===== src/rtl/mc_ctrl_pkg.sv =====
// rtl/mc_ctrl_pkg.sv - shared state, opcode and ALU control encodings for mc_ctrl_unit
package mc_ctrl_pkg;

  localparam logic [2:0] ST_FETCH      = 3'd0;
  localparam logic [2:0] ST_DECODE     = 3'd1;
  localparam logic [2:0] ST_EXECUTE    = 3'd2;
  localparam logic [2:0] ST_MEMORY     = 3'd3;
  localparam logic [2:0] ST_WRITE_BACK = 3'd4;
  localparam logic [2:0] ST_TRAP       = 3'd5;

  localparam logic [6:0] OP_RTYPE  = 7'b0110011;
  localparam logic [6:0] OP_ITYPE  = 7'b0010011;
  localparam logic [6:0] OP_LOAD   = 7'b0000011;
  localparam logic [6:0] OP_STORE  = 7'b0100011;
  localparam logic [6:0] OP_BRANCH = 7'b1100011;
  localparam logic [6:0] OP_JAL    = 7'b1101111;
  localparam logic [6:0] OP_JALR   = 7'b1100111;

  localparam logic [3:0] ALU_AND = 4'b0000;
  localparam logic [3:0] ALU_OR  = 4'b0001;
  localparam logic [3:0] ALU_ADD = 4'b0010;
  localparam logic [3:0] ALU_SLT = 4'b0100;
  localparam logic [3:0] ALU_XOR = 4'b0101;
  localparam logic [3:0] ALU_SUB = 4'b0110;
  localparam logic [3:0] ALU_SRL = 4'b1000;
  localparam logic [3:0] ALU_SLL = 4'b1001;
  localparam logic [3:0] ALU_SRA = 4'b1010;

  typedef enum logic [2:0] {
    CLS_NONE, CLS_R, CLS_I, CLS_LOAD, CLS_STORE, CLS_BRANCH, CLS_JAL, CLS_JALR
  } instr_class_e;

  function automatic instr_class_e classify(input logic [6:0] op);
    case (op)
      OP_RTYPE:  return CLS_R;
      OP_ITYPE:  return CLS_I;
      OP_LOAD:   return CLS_LOAD;
      OP_STORE:  return CLS_STORE;
      OP_BRANCH: return CLS_BRANCH;
      OP_JAL:    return CLS_JAL;
      OP_JALR:   return CLS_JALR;
      default:   return CLS_NONE;
    endcase
  endfunction

endpackage


===== src/rtl/mc_alu_decode.sv =====
// rtl/mc_alu_decode.sv - funct3/funct7 to ALUCtrl decode for R-type and I-type ops
module mc_alu_decode
  import mc_ctrl_pkg::*;
(
  input  logic [2:0] funct3,
  input  logic       alt,
  input  logic       rtype,
  output logic [3:0] alu_ctrl
);

  // alt is instr[30]: selects SUB only for R-type, SRA for both R and I shifts
  always_comb begin
    alu_ctrl = ALU_ADD;
    case (funct3)
      3'b000:         alu_ctrl = (rtype && alt) ? ALU_SUB : ALU_ADD;
      3'b001:         alu_ctrl = ALU_SLL;
      3'b010, 3'b011: alu_ctrl = ALU_SLT;
      3'b100:         alu_ctrl = ALU_XOR;
      3'b101:         alu_ctrl = alt ? ALU_SRA : ALU_SRL;
      3'b110:         alu_ctrl = ALU_OR;
      3'b111:         alu_ctrl = ALU_AND;
      default:        alu_ctrl = ALU_ADD;
    endcase
  end

endmodule


===== src/rtl/mc_ctrl_unit.sv =====
// rtl/mc_ctrl_unit.sv - multicycle control FSM; CTRL_JUMP_EN enables JAL/JALR
module mc_ctrl_unit
  import mc_ctrl_pkg::*;
#(
  parameter int MEM_TIMEOUT = 16,
  parameter int CNT_W       = 32
) (
  input  logic             clk,
  input  logic             rst,
  input  logic [31:0]      instr,
  input  logic             Zero,
  input  logic             Lt,
  input  logic             Ltu,
  input  logic             dReady,
  output logic             PCSrc,
  output logic             ALUSrc,
  output logic             RegWrite,
  output logic             MemToReg,
  output logic             MemRead,
  output logic             MemWrite,
  output logic             loadPC,
  output logic [3:0]       ALUCtrl,
  output logic             illegal,
  output logic             mem_fault,
  output logic [CNT_W-1:0] instret,
  output logic [2:0]       state_o
);

  logic [2:0]   state, state_nx;
  logic         br_taken, br_nx;
  logic [7:0]   wait_cnt;
  logic         legal, take, jump_en;
  logic [3:0]   alu_fn;
  instr_class_e cls;
  logic [2:0]   funct3;
  logic [6:0]   funct7;
  logic         unused_instr_bits;

  assign cls               = classify(instr[6:0]);
  assign funct3            = instr[14:12];
  assign funct7            = instr[31:25];
  assign unused_instr_bits = ^{instr[24:15], instr[11:7]};
  assign state_o           = state;

`ifdef CTRL_JUMP_EN
  assign jump_en = 1'b1;
`else
  assign jump_en = 1'b0;
`endif

  mc_alu_decode u_alu_decode (
    .funct3   (funct3),
    .alt      (instr[30]),
    .rtype    (cls == CLS_R),
    .alu_ctrl (alu_fn)
  );

  always_comb begin
    legal = 1'b0;
    case (cls)
      CLS_R:                      legal = (funct7 == 7'b0000000) || (funct7 == 7'b0100000);
      CLS_I, CLS_LOAD, CLS_STORE: legal = 1'b1;
      CLS_BRANCH:                 legal = (funct3[2:1] != 2'b01);
      CLS_JAL, CLS_JALR:          legal = jump_en;
      default:                    legal = 1'b0;
    endcase
  end

  always_comb begin
    take = 1'b0;
    case (funct3)
      3'b000:  take = Zero;
      3'b001:  take = !Zero;
      3'b100:  take = Lt;
      3'b101:  take = !Lt;
      3'b110:  take = Ltu;
      3'b111:  take = !Ltu;
      default: take = 1'b0;
    endcase
  end

  always_comb begin
    state_nx = state;
    br_nx    = br_taken;
    PCSrc    = 1'b0;
    ALUSrc   = 1'b0;
    RegWrite = 1'b0;
    MemToReg = 1'b0;
    MemRead  = 1'b0;
    MemWrite = 1'b0;
    loadPC   = 1'b0;
    ALUCtrl  = ALU_AND;
    case (state)
      ST_FETCH: begin
        loadPC   = 1'b1;
        PCSrc    = br_taken;
        br_nx    = 1'b0;
        state_nx = ST_DECODE;
      end
      ST_DECODE: state_nx = legal ? ST_EXECUTE : ST_TRAP;
      ST_EXECUTE: begin
        state_nx = ST_WRITE_BACK;
        case (cls)
          CLS_BRANCH: begin
            ALUCtrl  = ALU_SUB;
            br_nx    = take;
            state_nx = ST_FETCH;
          end
          CLS_LOAD, CLS_STORE: begin
            ALUCtrl  = ALU_ADD;
            ALUSrc   = 1'b1;
            state_nx = ST_MEMORY;
          end
          CLS_JAL, CLS_JALR: begin
            ALUCtrl = ALU_ADD;
            ALUSrc  = (cls == CLS_JALR);
            br_nx   = 1'b1;
          end
          default: begin
            ALUCtrl = alu_fn;
            ALUSrc  = (cls == CLS_I);
          end
        endcase
      end
      ST_MEMORY: begin
        ALUSrc   = 1'b1;
        MemRead  = (cls == CLS_LOAD);
        MemWrite = (cls == CLS_STORE);
        // dReady wins over the timeout on the last counted cycle
        if (dReady)
          state_nx = (cls == CLS_LOAD) ? ST_WRITE_BACK : ST_FETCH;
        else if (wait_cnt == 8'(MEM_TIMEOUT - 1))
          state_nx = ST_TRAP;
      end
      ST_WRITE_BACK: begin
        RegWrite = 1'b1;
        MemToReg = (cls == CLS_LOAD);
        state_nx = ST_FETCH;
      end
      ST_TRAP: state_nx = ST_TRAP;
      default: state_nx = ST_TRAP;
    endcase
  end

  always_ff @(posedge clk) begin
    if (rst) begin
      state     <= ST_DECODE;
      br_taken  <= 1'b0;
      wait_cnt  <= 8'd0;
      illegal   <= 1'b0;
      mem_fault <= 1'b0;
      instret   <= '0;
    end else begin
      state    <= state_nx;
      br_taken <= br_nx;
      wait_cnt <= (state == ST_MEMORY && state_nx == ST_MEMORY) ? wait_cnt + 8'd1 : 8'd0;
      if (state == ST_DECODE && !legal)
        illegal <= 1'b1;
      if (state == ST_MEMORY && state_nx == ST_TRAP)
        mem_fault <= 1'b1;
      if (state != ST_FETCH && state_nx == ST_FETCH)
        instret <= instret + CNT_W'(1);
    end
  end

endmodule


===== config.mk =====
export PLATFORM = sky130hd
export DESIGN_NAME = mc_ctrl_unit
export DESIGN_NICKNAME = d
export VERILOG_FILES = /design/src/rtl/mc_ctrl_pkg.sv /design/src/rtl/mc_alu_decode.sv /design/src/rtl/mc_ctrl_unit.sv
export SDC_FILE = /design/constraint.sdc
export NUM_CORES = 1
export LEC_CHECK = 0
export ABC_CLOCK_PERIOD_IN_PS = 3480
export CAP_MARGIN = 20
export CORE_MARGIN = 2
export CORE_UTILIZATION = 46
export CTS_BUF_LIST = sky130_fd_sc_hd__clkbuf_8 sky130_fd_sc_hd__clkbuf_16
export CTS_CLUSTER_SIZE = 8
export DETAILED_ROUTE_END_ITERATION = 6
export PLACE_DENSITY = 0.81
export SLEW_MARGIN = 10
export SYNTH_ARGS = -nofsm -noshare
export SYNTH_HDL_FRONTEND = slang
export SYNTH_SLANG_ARGS = --single-unit

===== constraint.sdc =====
create_clock -name clk -period 3.48 [get_ports clk]
set_input_delay 0.696 -clock clk [delete_from_list [all_inputs] [get_ports clk]]
set_output_delay 0.696 -clock clk [all_outputs]
set_load 0.03 [all_outputs]

Word-level counts from Yosys, hierarchy flattened. Cells that the tools add are included. W data, S select, Z words.

Add/subtract/negate cells: 2. Multipliers: 0. Divide/modulo/power cells: 0. Magnitude comparators: 0. Eq/ne operators: 31. Shift operators: 0. Multiplexer cells: 24. Bitwise logic cells: 1. Reduce and logical (&&, ||, !) cells: 23.

Operators by type and width (number): $add A32 B1 Y32 const B (1); $eq A3 B3 Y1 const B (10); $pmux W4 S7 (1); $eq A3 B2 Y1 const B (7); $eq A7 B6 Y1 const B (3); $eq A7 B7 Y1 const B (3); $pmux W3 S7 (1); $mux W3 (5); $pmux W3 S5 (1); $eq A3 B1 Y1 const B (3); $logic_not A3 Y1 (3); $add A8 B1 Y8 const B (1); $eq A8 B4 Y1 const B (1); $pmux W4 S2 (1); $reduce_or A2 Y1 (4); $eq A7 B2 Y1 const B (1); $eq A7 B5 Y1 const B (1); $logic_not A7 Y1 (1); $mux W1 (6); $pmux W1 S2 (3); $pmux W1 S3 (2); $pmux W1 S6 (1); $pmux W3 S2 (1); $logic_and A1 B1 Y1 (5); other kinds (12) (15).

Bits in registers: 46. Latch bits: 0. RAM bits: 0. ROM bits: 0. Logic and storage cells: 87. Memories kept: 0.

Depth between registers and ports, before layout. Gate-level depths: netlist (run 1).

Depth after elaboration: 11. Gate-level depth with buffers: 8.

Hierarchy. From an unflattened synthesis (run 1), not the netlist that was laid out.

Cells, all modules: 335. Area total of the unflattened synthesis: 2732.6 um^2.

Modules (own cells, without submodules): mc_ctrl_unit (instances 1, cells an instance 326, area an instance 2681.3 um^2); mc_alu_decode (instances 1, cells an instance 9, area an instance 51.3 um^2).

Worst setup path before layout (run 1). Ideal clock, no wire load.

Path type: register -> register. Start point: register state[2], in the netlist state_o[2]. End point: register instret[28]. Arrival: 2625 ps. Data required time: 3357 ps. Slack: 732 ps. Cell stages (with the launch flop): 8. Clock period less this slack: 2748 ps. Cells stage by stage: dfxtp_1 > nand2b_1 > nor2_1 > a21oi_2 > or4_1 > buf_2 > nor3_2 > mux2_1.

Cells in the longest elaborated chain, start to end: 5. Elaborated cells between the ends (all ways): 11.

RTL lines: from (decl) (RTL line mc_ctrl_unit.sv:29) `logic [2:0] state, state_nx;`; from (signal assigned) (RTL line mc_ctrl_unit.sv:154) `state <= state_nx;`; $mux W3 (RTL line mc_ctrl_unit.sv:132) `else if (wait_cnt == 8'(MEM_TIMEOUT - 1))`; $mux W3 (RTL line mc_ctrl_unit.sv:130) `if (dReady)`; $pmux W3 S5 (RTL line mc_ctrl_unit.sv:93) `case (state)`; $logic_not A3 Y1 (RTL line mc_ctrl_unit.sv:161) `if (state != ST_FETCH && state_nx == ST_FETCH)`; $logic_and A1 B1 Y1 * (RTL line mc_ctrl_unit.sv:161); to (signal assigned) (RTL line mc_ctrl_unit.sv:162) `instret <= instret + CNT_W'(1);`; to (decl) (RTL line mc_ctrl_unit.sv:25) `output logic [CNT_W-1:0] instret,`.

Mark *: on every way between the ends. The rest lies on a longest branch, timed or not. A chain may end at the register's enable or synchronous reset.

Worst setup path after layout (run 1).
Start point: input instr[2]. End point: output MemWrite.

Cells in the longest elaborated chain, start to end: 4. Elaborated cells between the ends (all ways): 10.

RTL lines: from (decl) (RTL line mc_ctrl_unit.sv:10) `input logic [31:0] instr,`; $eq A7 B7 Y1, or another cell as far along (RTL line mc_ctrl_pkg.sv:34) `case (op)`; $pmux W3 S7 * (RTL line mc_ctrl_pkg.sv:34); $eq A3 B3 Y1 * (RTL line mc_ctrl_unit.sv:128) `MemWrite = (cls == CLS_STORE);`; $mux W1 * (RTL line mc_ctrl_unit.sv:93); to (decl) (RTL line mc_ctrl_unit.sv:20) `output logic MemWrite,`.

Marked as above.

==> results of run 1 <==
==> how the worst max path moves through the flow <==
stage / from / endpoint
floorplan: state_o[2] / instret[28]
global route: instr[6] / ALUCtrl[1]
global placement: instr[2] / ALUCtrl[2]
CTS: instr[2] / ALUCtrl[2]
detailed placement: instr[2] / ALUCtrl[2]
finish: instr[2] / MemWrite
==> area by class of cell <==
class                           instances  area, um^2  share of cell area, %
Clock buffer                            5        68.8                   1.99
Timing Repair Buffer                   83         806                   23.3
Tap cell                               72        90.1                   2.61
Inverter                                9        33.8                  0.978
Multi-Input combinational cell        248        1530                   44.1
Sequential cell                        46         921                   26.6
Clock inverter                          2        11.3                  0.326
==> per-layer routing <==
metal / up-vias / wire [um]
met5: - / 0
met4: 0 / 30
met3: 2 / 286
met2: 70 / 2890
met1: 1144 / 2940
li1: 1275 / -
==> state kept, by name, summed over array words and instances, names as in the netlist <==
name       count
br_taken       1
illegal        1
instret       32
mem_fault      1
state_o        3
wait_cnt       8
==> cell families after synthesis <==
family          synth area share [%]
flops                           36.4
mux                             2.57
simple gates                    35.1
fa+ha+maj                      0.989
compound gates                  12.0
xor+xnor                        9.69
buf+inv                         3.31
==> cells in the final DEF, fill, tap and decap left out, drive strengths merged, types with 13 or more instances in the layout <==
cell type | synthesis | layout
nor3 | 16 | 16
xnor2 | 21 | 21
buf | 4 | 13
nand2 | 23 | 23
nor2 | 54 | 54
a21oi | 18 | 18
nand4 | 13 | 13
dfxtp | 46 | 46
nor4 | 15 | 15
clkdlybuf4s50 | 0 | 67
==> power groups by stage <==
stage	clock [uW]	sequential, uW	combinational [uW]
final	301	532	91.6
after global routing	331	532	99.2
after CTS	312	532	91.5
after detailed placement	0	544	91.2
after global placement	0	544	89.3
after floorplan	0	548	37.7
==> per-stage QoR <==
stage / util [%] / hold WS [ns] / power (uW) / setup slack [ns]
after CTS: 63.8 / 0.445 / 936 / 0.00180
final: 63.9 / 0.444 / 924 / 0.108
after floorplan: - / 0.413 / 586 / 0.732
after global placement: 62.3 / 0.423 / 634 / 0.0367
after detailed placement: 62.3 / 0.432 / 636 / 0.00351
after global routing: 63.9 / 0.450 / 962 / 0.0101
==> impl_metrics.toml, run 1 <==
[global_routing]
met2_usage_pct = 32.8
antenna_found_initial = 0
grt_util_all_layers_pct = 20.6
grt_start_max_net_pins = 28
grt_pass1_vias = 2278
grt_pass1_wl_um = 10400
grt_overflow_total = 0
use_met3_pct = 4.02
use_met1_pct = 29.1
grt_busiest_layer = "met2"

[finish]
synthToLayoutAreaGrowth_pct = 36.6
final_cells = 465
antennaDiodeCount = 0
drive_above_1_share_pct = 8.14
stdcell_area_mm2 = 0.00346
final_nets = 433
fill_cells = 476

[worst_hold_path]
holdPathStages = 1
min-delay-start = "wait_cnt[0]"
hold_end = "wait_cnt[0]"
hold_class = "flop to flop"

[clock_tree]
h-tree-depth = 2
cts_setup_buffers = 0
cts_root_buf = "clkbuf_8"
cts_tree = "built"
clk_latency_ns = 0.29
clockBufferDepth = 2
cts_hold_buf = 0
cts_resized = 0
numClockSinks = 46
path_clk_slew_ns = 0.08
cts_made_buffers = 5

[setup_path]
cpMostUsedCell = "clkdlybuf4s50_1"
start_kind = "primary input"
critical_path_class = "primary input to primary output"
cp_top_family = "buffers and inverters"
worstPathCellList = "clkdlybuf4s50_1 -> nand4bb_4 -> nor3_1 -> and4_1 -> clkdlybuf4s50_1"
r2r-end = "instret[28]"
cp-end-kind = "primary output"
reg2reg_slack_ns = 0.81
cp_data_required_time_ns = 2.78
cp.arrival_ns = 2.68
path_buf_inv = 2
r2r_start = "wait_cnt[0]"
cp_slowest_cell = "clkdlybuf4s50_1"
cp_num_cells = 5
worst_path_largest_cell_delay_ns = 0.67
reg2reg_depth = 7
critPathMaxFanout = 6

[synth]
synth_cells = 315
synth_cell_type_count = 48
synth_edf_count = 0
ys_warn_count = 0
async_reset_ff_share_pct = 0
yosysTopAreaCell = "dfxtp_1"
synth_top_area_share_pct = 36.4
avgSynthCellArea_um2 = 8.03
syn-cell-area_mm2 = 0.00253
ys_ff_latch = 46
synth_area_leaders = "dfxtp_1 (36%), nor2_1 (8.0%), xnor2_1 (7.3%), nor4_1 (3.7%), nand2_1 (3.4%)"
ys_top_cells_by_count = "nor2_1 (54), dfxtp_1 (46), nand2_1 (23)"
seq_area_frac_synth_pct = 36.4
synth_fp_nets = 355
yosys.cell_count.top_type = "nor2_1"
synthFlopType = "dfxtp_1"

[timing]
relSlewSlack_pct = 31.8
finalHoldViolations = 0
setup-violations-final = 0
fmax_mhz = 297
rsz0062_at_grt = "no"
tightest_slew_ns = 1.02
worst_clock_skew_ns = 0.00558
post-route-min-period_ns = 3.37
slew_viol_final = 0
fin_crit_sh_pct = 96.9
setup_tns_ns = 0

[power]
p_leak_uw = 0.00115
p_comb_share_pct = 9.9
ir_drop_mv = 0.191
swShare_pct = 23.2
seqPwrFrac_pct = 57.5
p_int_uw = 709
switching_power_uw = 215
power_frac_clock_pct = 32.5
powerDensity_mw_per_mm2 = 267

[die]
placement_rows = 27
die_h_um = 78.2
die_area_mm2 = 0.00611
start_util_pct = 46.8
io_pins = 86
die_w_um = 78.2
coreArea_mm2 = 0.00541

[placement]
globalplace.congestion = 0.882
placed_area_mm2 = 0.00337
dp_hpwl_um = 4680
place_inst = 458
io_buffers = 70

[drt]
viasPerCell = 5.36
dr_total_vias = 2491
wl_per_cell_um = 13.2
drtIter0Drc = 145
firstDrtPassIters = 4
route.detailed.drc = 0
ant_nets = 0
drt_wl_total_um = 6140

[run_status]
status = "completed"

[run]
cap_viol_max_count = 0
No activity file was read; power rests on OpenSTA's default activity.
==> run 2, diff against run 1 <==
--- a/config.mk
+++ b/config.mk
@@ -12,8 +12,10 @@
 export CTS_BUF_LIST = sky130_fd_sc_hd__clkbuf_8 sky130_fd_sc_hd__clkbuf_16
 export CTS_CLUSTER_SIZE = 8
 export DETAILED_ROUTE_END_ITERATION = 6
+export HOLD_SLACK_MARGIN = 0.15
 export PLACE_DENSITY = 0.81
 export SLEW_MARGIN = 10
 export SYNTH_ARGS = -nofsm -noshare
 export SYNTH_HDL_FRONTEND = slang
 export SYNTH_SLANG_ARGS = --single-unit
+export TNS_END_PERCENT = 5
==> results of run 2 <==
No change in the layout: final DEF, timing and power equal those of run 1.
==> run 3, diff against run 2 <==
--- a/config.mk
+++ b/config.mk
@@ -7,6 +7,7 @@
 export LEC_CHECK = 0
 export ABC_CLOCK_PERIOD_IN_PS = 3480
 export CAP_MARGIN = 20
+export CORE_ASPECT_RATIO = 0.75
 export CORE_MARGIN = 2
 export CORE_UTILIZATION = 46
 export CTS_BUF_LIST = sky130_fd_sc_hd__clkbuf_8 sky130_fd_sc_hd__clkbuf_16
==> run 3 against run 2 <==
Count of clock-buffer cells in the layout up 1; register-to-register slack about the same; sequential share of layout area down 0.48 points; non-clock buffer count up 4; setup slack better by 0.039 ns; first-iteration DRC count up 98%; die area up 0.10%; clock skew up 0.0018 ns; critical path type unchanged; largest power group unchanged; highest routed layer unchanged.
==> impl_metrics.toml, run 3 (same netlist as run 1, synthesis figures left out) <==
[run_status]
status = "completed"

[setup_path]
cp_data_required_time_ns = 2.78
critPathMaxFanout = 3
cp_slowest_cell = "clkdlybuf4s50_1"
critical_path_class = "primary input to primary output"
worst_path_largest_cell_delay_ns = 0.71
cp.arrival_ns = 2.64
start_kind = "primary input"
cp-end-kind = "primary output"
worstPathCellList = "clkdlybuf4s50_1 -> buf_4 -> and4bb_4 -> nand2_1 -> nor3_1 -> clkdlybuf4s50_1"
cpMostUsedCell = "clkdlybuf4s50_1"

[die]
start_util_pct = 47.5
coreArea_mm2 = 0.00532
die_h_um = 68.2
io_pins = 86
die_w_um = 89.6
placement_rows = 23
die_area_mm2 = 0.00612

[timing]
setup-violations-final = 0
fmax_mhz = 300
fin_crit_sh_pct = 95.8
slew_viol_final = 0
rsz0062_at_grt = "no"
relSlewSlack_pct = 55.8
setup_tns_ns = 0
tightest_slew_ns = 0.661
post-route-min-period_ns = 3.33
worst_clock_skew_ns = 0.00735
finalHoldViolations = 0
setup_slack_ns = 0.148

[clock_tree]
path_clk_slew_ns = 0.08
clk_latency_ns = 0.30
cts_tree = "built"
numClockSinks = 46
clockBufferDepth = 2
h-tree-depth = 2
cts_root_buf = "clkbuf_8"
cts_made_buffers = 5

[drt]
wl_per_cell_um = 13.7
firstDrtPassIters = 4
drt_wl_total_um = 6480
viasPerCell = 5.42
dr_total_vias = 2556
ant_nets = 0
route.detailed.drc = 0
drtIter0Drc = 287

[global_routing]
grt_pass1_vias = 2235
antenna_found_initial = 0
grt_pass1_wl_um = 10300
grt_overflow_total = 0
grt_start_max_net_pins = 20
grt_util_all_layers_pct = 21.8

[placement]
globalplace.congestion = 0.837
io_buffers = 70
dp_hpwl_um = 4920
place_inst = 465
dpl_worst_slack_ns = 0.0304

[power]
p_leak_uw = 0.00121
powerDensity_mw_per_mm2 = 293
swShare_pct = 21.9
p_total_uw = 1030
seqPwrFrac_pct = 51.6
p_comb_share_pct = 9.0
power_frac_clock_pct = 39.4
p_int_uw = 806
ir_drop_mv = 0.221
switching_power_uw = 225

[finish]
antennaDiodeCount = 0
final_util_pct = 66.1
largest_reg_flops = 32
fill_cells = 448
layout_commonest_cell = "clkdlybuf4s50_1"
seqCellArea_um2 = 921
final_cell_mix = "clkdlybuf4s50_1 (64), nor2_1 (54), dfxtp_1 (46)"
multi_input_area_mm2 = 0.00153
drive_above_1_share_pct = 9.82
final_nets = 437
synthToLayoutAreaGrowth_pct = 39.1
final_cells = 472
largest_register = "instret"

[worst_hold_path]
hold_class = "flop to flop"

[run]
cap_viol_max_count = 0
-- run 3: cell count changes in the layout (fill, tap and decap cells not counted), sizes merged --
cell / before / now
dlymetal6s2s: 3 / 4
buf: 13 / 19
clkbuf: 5 / 6
bufinv: 0 / 1
clkdlybuf4s50: 67 / 64
inv: 10 / 9
clkinvlp: 1 / 0
-- run 3: area by class of cell --
type,instances,share of cell area (%)
multi-input combinational,248,43.3
sequential,46,26.2
timing repair buffer,87,23.7
tap,75,2.67
clock buffer,6,2.35
inverter,9,0.960
clock inverter,1,0.853
-- run 3: timing repair --
item | 4_1_cts | 5_1_grt
endpoints found under the setup margin | 0 | 4
buffers inserted | 0 | 0
hold buffers | 0 | 0
resized for setup | 0 | 4
-- run 3: worst max-delay path, delay by kind of cell --
kind                   cells  cell delay [ns]
buffers and inverters      3             1.41
and+or+nand+nor            3             0.52
-- run 3: power by group through the flow --
stage / Sequential (uW) / Combinational (uW) / Clock [uW]
6_report: 532 / 93.1 / 406
5_1_grt: 533 / 100 / 436
4_1_cts: 532 / 92.7 / 410
3_5_place_dp: 544 / 92.2 / 0
3_3_place_gp: 544 / 90.8 / 0
2_1_floorplan: 548 / 37.7 / 0
-- run 3: final timing paths --
path            endpoint  depth (start not counted)         from  slack [ns]
max             MemToReg                          6     instr[1]        0.15
min          wait_cnt[0]                          1  wait_cnt[0]        0.44
max reg2reg  instret[18]                          8  wait_cnt[0]        0.80
min reg2reg  wait_cnt[0]                          1  wait_cnt[0]        0.44
-- run 3: metrics by stage --
| stage | hold WS (ns) | area [um^2] |
|---|---|---|
| floorplan | 0.413 | 2530 |
| global placement | 0.423 | 3400 |
| detailed placement | 0.438 | 3400 |
| CTS | 0.450 | 3510 |
| global route | 0.481 | 3520 |
| finish | 0.443 | 3520 |
-- run 3: per-layer routing --
layer  routed length (um)  global-route usage, %  up-vias
met5                    0                      0        -
met4                   70                   5.41        0
met3                  406                   4.83        6
met2                 2890                   32.8       87
met1                 3110                   31.4     1182
li1                     -                      -     1281
